--- src/rtl/jtopl_pkg.sv ---
// jtopl_pkg: shared constants and types for the OPL host-side write path.
// Holds chip settling waits, sequencer state encoding and request layout.
package jtopl_pkg;

  localparam int OPL_ADDR_WAIT = 12;
  localparam int OPL_DATA_WAIT = 84;

  localparam logic [2:0] S_IDLE  = 3'd0;
  localparam logic [2:0] S_ADDR  = 3'd1;
  localparam logic [2:0] S_AWAIT = 3'd2;
  localparam logic [2:0] S_DATA  = 3'd3;
  localparam logic [2:0] S_DWAIT = 3'd4;

  typedef enum logic [2:0] {
    ST_IDLE  = S_IDLE,
    ST_ADDR  = S_ADDR,
    ST_AWAIT = S_AWAIT,
    ST_DATA  = S_DATA,
    ST_DWAIT = S_DWAIT
  } wr_state_t;

  typedef struct packed {
    logic [7:0] rg;
    logic [7:0] val;
  } wr_req_t;

endpackage

--- src/rtl/jtopl_wrfifo.sv ---
// jtopl_wrfifo: small synchronous FIFO with full/empty/occupancy.
// Ports: clk, rst (sync, high), push/din, pop/dout, full, empty, level.
module jtopl_wrfifo #(
  parameter int AW = 2,
  parameter int W  = 16
)(
  input  logic          clk,
  input  logic          rst,
  input  logic          push,
  input  logic [W-1:0]  din,
  input  logic          pop,
  output logic [W-1:0]  dout,
  output logic          full,
  output logic          empty,
  output logic [AW:0]   level
);

  localparam int DEPTH = 1 << AW;

  logic [W-1:0]  mem [DEPTH];
  logic [AW-1:0] wp;
  logic [AW-1:0] rp;
  logic [AW:0]   cnt;
  logic          wr_ok;
  logic          rd_ok;

  assign full  = (cnt == (AW+1)'(DEPTH));
  assign empty = (cnt == '0);
  assign level = cnt;
  assign dout  = mem[rp];

  // full blocks a push even when a pop happens in the same cycle
  assign wr_ok = push && !full;
  assign rd_ok = pop && !empty;

  always_ff @(posedge clk) begin
    if (rst) begin
      wp  <= '0;
      rp  <= '0;
      cnt <= '0;
    end else begin
      if (wr_ok) wp <= wp + 1'b1;
      if (rd_ok) rp <= rp + 1'b1;
      case ({wr_ok, rd_ok})
        2'b10:   cnt <= cnt + 1'b1;
        2'b01:   cnt <= cnt - 1'b1;
        default: cnt <= cnt;
      endcase
    end
  end

  always_ff @(posedge clk) begin
    if (wr_ok) mem[wp] <= din;
  end

endmodule

--- src/rtl/jtopl_wrseq.sv ---
// jtopl_wrseq: queues (reg, val) writes and replays them as OPL bus pairs.
// Ports: clk, rst, cen | in_valid/in_ready/in_reg/in_val |
//        bus_din/bus_addr/bus_write | busy, level.
module jtopl_wrseq
  import jtopl_pkg::*;
#(
  parameter int FIFO_AW   = 2,
  parameter int ADDR_WAIT = OPL_ADDR_WAIT,
  parameter int DATA_WAIT = OPL_DATA_WAIT,
  parameter int WAIT_W    = 7
)(
  input  logic             clk,
  input  logic             rst,
  input  logic             cen,
  input  logic             in_valid,
  output logic             in_ready,
  input  logic [7:0]       in_reg,
  input  logic [7:0]       in_val,
  output logic [7:0]       bus_din,
  output logic             bus_addr,
  output logic             bus_write,
  output logic             busy,
  output logic [FIFO_AW:0] level
);

  wr_state_t   st;
  wr_state_t   st_n;
  logic [WAIT_W-1:0] cnt;
  logic [WAIT_W-1:0] cnt_n;

  wr_req_t     f_in;
  wr_req_t     f_head;
  logic        f_full;
  logic        f_empty;
  logic        pop;
  logic        push_ok;

  logic [7:0]  hold_reg;
  logic [7:0]  hold_val;
  logic [7:0]  cur_reg;
  logic        cur_ok;

  logic        ld_hold;
  logic        do_addr;
  logic        do_data;

  logic [7:0]  din_r;
  logic        addr_r;
  logic        wr_r;
  logic        busy_r;

  assign f_in     = '{rg: in_reg, val: in_val};
  assign in_ready = !f_full;
  assign push_ok  = in_valid && in_ready;

  jtopl_wrfifo #(
    .AW (FIFO_AW),
    .W  (16)
  ) u_fifo (
    .clk   (clk),
    .rst   (rst),
    .push  (in_valid),
    .din   (f_in),
    .pop   (pop),
    .dout  (f_head),
    .full  (f_full),
    .empty (f_empty),
    .level (level)
  );

  always_ff @(posedge clk) begin
    if (rst) begin
      st  <= ST_IDLE;
      cnt <= '0;
    end else begin
      st  <= st_n;
      cnt <= cnt_n;
    end
  end

  always_comb begin
    st_n    = st;
    cnt_n   = cnt;
    pop     = 1'b0;
    ld_hold = 1'b0;
    do_addr = 1'b0;
    do_data = 1'b0;
    case (st)
      ST_IDLE: begin
        if (!f_empty) begin
          pop     = 1'b1;
          ld_hold = 1'b1;
          // register already selected on the chip: skip the address write
          if (cur_ok && cur_reg == f_head.rg) st_n = ST_DATA;
          else                                st_n = ST_ADDR;
        end
      end
      ST_ADDR: begin
        do_addr = 1'b1;
        cnt_n   = WAIT_W'(ADDR_WAIT);
        st_n    = ST_AWAIT;
      end
      ST_AWAIT: begin
        if (cnt == '0) st_n  = ST_DATA;
        else if (cen)  cnt_n = cnt - 1'b1;
      end
      ST_DATA: begin
        do_data = 1'b1;
        cnt_n   = WAIT_W'(DATA_WAIT);
        st_n    = ST_DWAIT;
      end
      ST_DWAIT: begin
        if (cnt == '0) st_n  = ST_IDLE;
        else if (cen)  cnt_n = cnt - 1'b1;
      end
      default: st_n = ST_IDLE;
    endcase
  end

  always_ff @(posedge clk) begin
    if (rst) begin
      hold_reg <= '0;
      hold_val <= '0;
      cur_reg  <= '0;
      cur_ok   <= 1'b0;
      din_r    <= '0;
      addr_r   <= 1'b0;
      wr_r     <= 1'b0;
      busy_r   <= 1'b0;
    end else begin
      if (ld_hold) begin
        hold_reg <= f_head.rg;
        hold_val <= f_head.val;
      end
      wr_r <= do_addr || do_data;
      if (do_addr) begin
        din_r   <= hold_reg;
        addr_r  <= 1'b0;
        cur_reg <= hold_reg;
        cur_ok  <= 1'b1;
      end
      if (do_data) begin
        din_r  <= hold_val;
        addr_r <= 1'b1;
      end
      busy_r <= (st_n != ST_IDLE) || !f_empty || push_ok;
    end
  end

  assign bus_din   = din_r;
  assign bus_addr  = addr_r;
  // a strobe latched just before reset must not reach the chip
  assign bus_write = wr_r && !rst;
  assign busy      = busy_r;

endmodule

--- config.mk ---
export PLATFORM = sky130hd
export DESIGN_NAME = jtopl_wrseq
export DESIGN_NICKNAME = d
export VERILOG_FILES = /design/src/rtl/jtopl_pkg.sv /design/src/rtl/jtopl_wrfifo.sv /design/src/rtl/jtopl_wrseq.sv
export SDC_FILE = /design/constraint.sdc
export NUM_CORES = 1
export LEC_CHECK = 0
export CAP_MARGIN = 20
export CORE_MARGIN = 10
export CORE_UTILIZATION = 58
export DETAILED_ROUTE_END_ITERATION = 7
export PLACE_DENSITY = 0.79
export SLEW_MARGIN = 20
export SYNTH_ARGS = -nofsm -noshare
export SYNTH_HDL_FRONTEND = slang
export SYNTH_HIERARCHICAL = 1
export SYNTH_SLANG_ARGS = --single-unit
export TNS_END_PERCENT = 100
--- constraint.sdc ---
create_clock -name clk -period 3.42 [get_ports clk]
set_input_delay 0.684 -clock clk [delete_from_list [all_inputs] [get_ports clk]]
set_output_delay 0.684 -clock clk [all_outputs]
set_load 0.1 [all_outputs]
* After elaboration in Yosys (flattened, before gate mapping) *
Memories as Yosys holds them, arrays and structs flattened. A register that Yosys moved wholly into a read port is not among the register bits.
Cells that the tools add are included.

storage, ports and cells
  register bits after elaboration = 53
  bits in latches = 0
  RAM bits = 64
  memory bits (read-only) = 0
  bits of input ports = 20
  output and inout bits = 15
  logic and storage cells = 69
  memories kept = 1

operators by class
  $add $sub $neg = 5
  multiply operators = 0
  div/mod/pow operators = 0
  order comparisons = 0
  equal/unequal tests = 10
  shift operators = 0
  muxes and demuxes = 21
  bitwise operators = 0
  reductions and logical operators = 19

memory list
  name        words  width  rd ports  clocked after Yosys merged registers in  wr ports  RTL line            text
  u_fifo.mem  4      16     1         1                                        1         jtopl_wrfifo.sv:20  logic [W-1:0] mem [DEPTH];

operators with widths
  operator                                                               count
  7-bit one-hot mux with 3 select lines                                  1
  8-bit 2-to-1 mux                                                       2
  3-bit one-hot mux with 5 select lines                                  1
  7-bit 2-to-1 mux                                                       2
  3-bit 2-to-1 mux                                                       3
  8-bit equality test                                                    1
  1-bit 2-to-1 mux                                                       8
  7-bit zero test                                                        1
  7-bit by 1-bit subtractor with 7-bit output, second input constant     1
  3-bit by 2-bit equality test with 1-bit output, second input constant  2
  3-bit equality test, second input constant                             2
  3-bit zero test                                                        2
  2-bit 2-to-1 mux                                                       3
  3-bit one-hot mux with 2 select lines                                  1
  3-bit nonzero test                                                     2
  2-bit by 1-bit adder with 2-bit output, second input constant          2
  1-bit logical AND                                                      4
  2-bit nonzero test                                                     2
  3-bit by 1-bit adder with 3-bit output, second input constant          1
  3-bit by 1-bit equality test with 1-bit output, second input constant  1
  1-bit zero test                                                        3
  1-bit logical OR                                                       3
  3-bit AND reduction                                                    1
  3-bit by 1-bit subtractor with 3-bit output, second input constant     1
  5 further kinds                                                        5

* Logic depth before layout (Yosys ltp) *
  depth after elaboration = 8
  gate-level depth with buffers = 13

* Modules after synthesis *
Netlist, hierarchy kept.

by module, submodules not included
  module        instances  cells an instance  area each (sq um)
  jtopl_wrfifo  1          138                2,821.5
  jtopl_wrseq   1          252                2,149.6

* Worst setup path after synthesis *
OpenSTA, ideal clock, no wires.

  path kind = flip-flop to flip-flop
  start = register u_fifo.cnt[1], in the netlist u_fifo/level[1]
  end = register u_fifo.cnt[2], in the netlist u_fifo/level[2]
  setup time = 70 ps
  arrival time = 3,488 ps
  data required time = 3,350 ps
  path slack = -138 ps
  stages on the path, launching flop included = 14
  buffers on the path = 2
  cells stage by stage = dfxtp_1 -> nor3_1 -> or4_1 -> buf_2 -> inv_2 -> buf_2 -> o31ai_1 -> inv_1 -> ha_1 -> inv_1 -> fa_1 -> xor2_1 -> or3_1 -> a21oi_1

on the way
  word-level cells in the longest chain between the ends = 6
  elaborated cells on any way between the ends = 14

RTL lines
  what                                                                                   RTL line            text
  from (decl)                                                                            jtopl_wrfifo.sv:23  logic [AW:0] cnt;
  from (signal assigned)                                                                 jtopl_wrfifo.sv:45  2'b10: cnt <= cnt + 1'b1;
  from (signal assigned)                                                                 jtopl_wrfifo.sv:46  2'b01: cnt <= cnt - 1'b1;
  from (signal assigned)                                                                 jtopl_wrfifo.sv:47  default: cnt <= cnt;
  3-bit zero test *                                                                      jtopl_wrfifo.sv:28  assign empty = (cnt == '0);
  net f_empty                                                                            jtopl_wrseq.sv:34   logic f_empty;
  1-bit 2-to-1 mux * (2 in series)                                                       --
  net ld_hold                                                                            jtopl_wrseq.sv:43   logic ld_hold;
  1-bit logical AND *                                                                    jtopl_wrfifo.sv:34  assign rd_ok = pop && !empty;
  net u_fifo.rd_ok                                                                       jtopl_wrfifo.sv:25  logic rd_ok;
  2-bit by 1-bit equality test with 1-bit output or 2-bit equality test (tied branches)  jtopl_wrfifo.sv:44  case ({wr_ok, rd_ok})
  3-bit one-hot mux with 2 select lines or 2-bit nonzero test (tied branches)            --

Mark *: on every way through the listed nets, which the timed path passes. The rest lies on a longest branch.
A chain may end at the register's enable or synchronous reset.

* Final worst setup path *
  start = register u_fifo.cnt[1], in the netlist u_fifo/level[1]
  end = register u_fifo.cnt[2], in the netlist u_fifo/level[2]

on the way
  word-level cells in the longest chain between the ends = 6
  elaborated cells on any way between the ends = 14

RTL lines
  what                                                                                   RTL line            text
  3-bit zero test *                                                                      jtopl_wrfifo.sv:28
  net f_empty                                                                            jtopl_wrseq.sv:34
  1-bit 2-to-1 mux                                                                       jtopl_wrseq.sv:90   if (!f_empty) begin
  1-bit 2-to-1 mux                                                                       jtopl_wrseq.sv:88   case (st)
  1-bit logical AND *                                                                    jtopl_wrfifo.sv:34
  net u_fifo.rd_ok                                                                       jtopl_wrfifo.sv:25
  2-bit by 1-bit equality test with 1-bit output or 2-bit equality test (tied branches)  jtopl_wrfifo.sv:44
  3-bit one-hot mux with 2 select lines or 2-bit nonzero test (tied branches)            --

Marks and branches as above.

==> run summary <==
• Final HPWL DP: 6220 µm
• filler cell count: 560
• CP peak stage delay: 440 ps
• via count of the first global-routing pass: 3148
• Worst path most repeated cell: sky130_fd_sc_hd__inv_1
• most common flop cell mapped by yosys: sky130_fd_sc_hd__edfxtp_1
• clock transition at the registers of the reported paths: 60 ps
• clock tree from TritonCTS: done
• die outline width: 113 µm
• proportion of layout cells with a drive suffix above 1: 0.166
• Placement Rows: 33
• FMAX: 343 MHz
• count of port buffers added during placement: 34
• initial cell density of the core: 0.599
• Num Clock Sinks: 119
• final net count: 460
• combined flip-flop and latch cell area: 3030 µm²
• Final Hold Slack: 454 ps
• number of flip-flops under the largest register name: 64
• number of clock buffers inserted by TritonCTS: 17
• number of DRC violations after detailed-routing iteration 0: 180
• crit path kind: flop to flop
• time the final worst path needs with I/O delays and setup: 2910 ps
• largest fanout of any net on the critical path: 18
• area taken by multi-input logic gates: 1770 µm²
• unrepaired setup endpoints after global routing: false
• Setup crit start kind: flop
• total negative slack for setup checks: 0 ps
• buffer type at the clock tree root: sky130_fd_sc_hd__clkbuf_8
• final worst clock skew: 6.40 ps
• leading cell type in the layout, fill and taps excluded: sky130_fd_sc_hd__edfxtp_1
• Static Leak: 2.09 nW
• VDD IR max: 0.435 mV
• Via Count: 3149
• Slew Limit Fails: 0
• count of boundary I/O pins: 35
• post-cts sizing count: 0
• detail-routed net length per standard cell: 17.8 µm
• GRT overflow: 0
• Diodes inserted: 0
• result of the run: completed
• headroom to the max-slew limit: 0.349
• post-route fraction of the period consumed by the critical path: 0.852
• Residual DRC: 0
• required time worst endpoint: 3870 ps
• overall routed net length: 9770 µm
• initial antenna violation count: 0
• Max Cap Violations: 0
• synth warn: 6
• layout overhead on the synthesized area: 19.8%
• final estimated routing congestion in global placement: 0.849
• arrival time worst endpoint: 3360 ps
• Die Footprint: 12700 µm²
• number of nets produced by synthesis: 418
• most frequent cells in the layout: 64 x sky130_fd_sc_hd__edfxtp_1, 52 x sky130_fd_sc_hd__dfxtp_1, 50 x sky130_fd_sc_hd__nand2_1
• Critical-path top delay cell: sky130_fd_sc_hd__or4_1
• number of unique standard cell types used by synthesis: 56
• Max Buffers Root-to-Sink: 2
• synthesized area: 4970 µm²
• number of antenna-violating nets in the routed design: 0
• number of placed instances, taps included: 518
• filler-free cell count of the finished design: 550
• vias per inst: 5.73
• CTS H-tree depth: 4
• number of synthesized flops with an enable pin: 64
• power density over the cells: 925 nW/µm²
• Hold Crit Class: flop to flop
• pin count of the biggest net entering global routing: 56
• count of state elements after synthesis: 119
• placeable core region: 8300 µm²
• first drt pass iteration count: 4
• wire length of the first global-routing pass: 16500 µm
• register ranked first by flip-flop count: u_fifo/mem
• post-synthesis area per instance: 12.7 µm²
• Hold Fails Final Rpt: 0
• buffers inserted by post-CTS timing repair: 0
• Critical Path Sink Type: flop
• Worst-Skew Late Latency: 520 ps
• Synth area leader: sky130_fd_sc_hd__edfxtp_1
• register area share after synthesis: 0.608
• aggregate global-route resource usage: 0.163
• share of Yosys cell area claimed by the top area cell type: 0.387
• worst setup slack for register-to-register paths: 510 ps
• Worst Max-Slew Pin Slew: 974 ps
• Cell Chain, Critical Path: nor3_1, buf_4, or4_1, inv_2, o31ai_1, inv_1, ha_1, inv_1, fa_1, xor2_1, or3_1, a21oi_1
• gate count of the mapped netlist: 390
• top cells by area, synth: sky130_fd_sc_hd__edfxtp_1 39%, sky130_fd_sc_hd__dfxtp_1 22%, sky130_fd_sc_hd__mux4_2 4.5%, sky130_fd_sc_hd__nand2_1 3.8%, sky130_fd_sc_hd__a21oi_1 3.4%
• final setup violation count: 0
• post-synthesis async set-or-reset flop share: 0
• CTS Hold Buffers Added: 0
• y dimension of the die: 113 µm
## routing by layer
| metal | track usage | share of wire | vias to the layer above | routed length (µm) |
|---|---|---|---|---|
| li1 | - | - | 1527 | - |
| met1 | 0.197 | 0.43 | 1533 | 4230 |
| met2 | 0.259 | 0.50 | 76 | 4850 |
| met3 | 0.0559 | 0.058 | 13 | 567 |
| met4 | 0.0719 | 0.012 | 0 | 122 |
| met5 | 0 | 0 | - | 0 |
## critical path: cells and delay by family (launching register included)
family,cells,cell delay (ps)
adders and majority gates,2,550
and+or+nand+nor,3,820
AOI/OAI and AO/OA,2,330
buffers and inverters,4,580
xor gates and xnor gates,1,160
DFF,1,390
## power breakdown
| group | switching [mW] | leakage (nW) | internal [mW] |
|---|---|---|---|
| combinational | 1.18 | 0.776 | 0.634 |
| clock | 0.714 | 0.280 | 0.996 |
| sequential | 0.214 | 1.04 | 1.77 |
| total | 2.11 | 2.09 | 3.40 |
## metrics by stage
step           setup WS (ps)  power, mW  area (µm²)   util
3_3_place_gp             659       3.77        5390  0.649
5_1_grt                  365       5.81        5960  0.718
4_1_cts                  537       5.55        5960  0.718
3_5_place_dp             554       3.81        5390  0.649
2_1_floorplan            268       3.41        4970      -
6_report                 506       5.51        5960  0.718
## final cells by class
class / count / area share
sequential: 119 / 0.508
multi-input combinational: 235 / 0.298
clock buffer: 17 / 0.0695
timing repair buffer: 44 / 0.0668
clock inverter: 15 / 0.0263
tap: 105 / 0.0221
inverter: 15 / 0.00945
## synthesized netlist by cell type (all sizes together), types with 2 or more instances
cell type,instances
edfxtp,64
dfxtp,55
nand2,50
a21oi,35
nor2,25
mux4,16
inv,15
buf,13
o21ai,13
xor2,11
mux2i,10
a211oi,9
clkbuf,8
ha,7
or3,6
a31oi,5
and2,4
nand2b,4
nor3,4
nor3b,3
o221a,3
nand4,2
nor2b,2
nor4,2
o211ai,2
o32ai,2
or4b,2
## kinds of logic after synthesis
| group | count (synthesis) | share of synthesized area |
|---|---|---|
| AO/OA/AOI/OAI | 77 | 0.107 |
| buffers and inverters | 36 | 0.0350 |
| AND/OR/NAND/NOR | 112 | 0.110 |
| XOR/XNOR | 12 | 0.0211 |
| flip-flops | 119 | 0.608 |
| multiplexers | 26 | 0.0972 |
| adder cells (fa/ha/maj) | 8 | 0.0216 |
## path summary, 6_finish.rpt
| check | start | endpoint | cells after the start |
|---|---|---|---|
| max reg2reg | u_fifo/level[1] | u_fifo/level[2] | 12 |
| max | u_fifo/level[1] | u_fifo/level[2] | 12 |
| min reg2reg | bus_addr | bus_addr | 2 |
| min | bus_addr | bus_addr | 2 |
No activity file was read; power rests on OpenSTA's default activity.
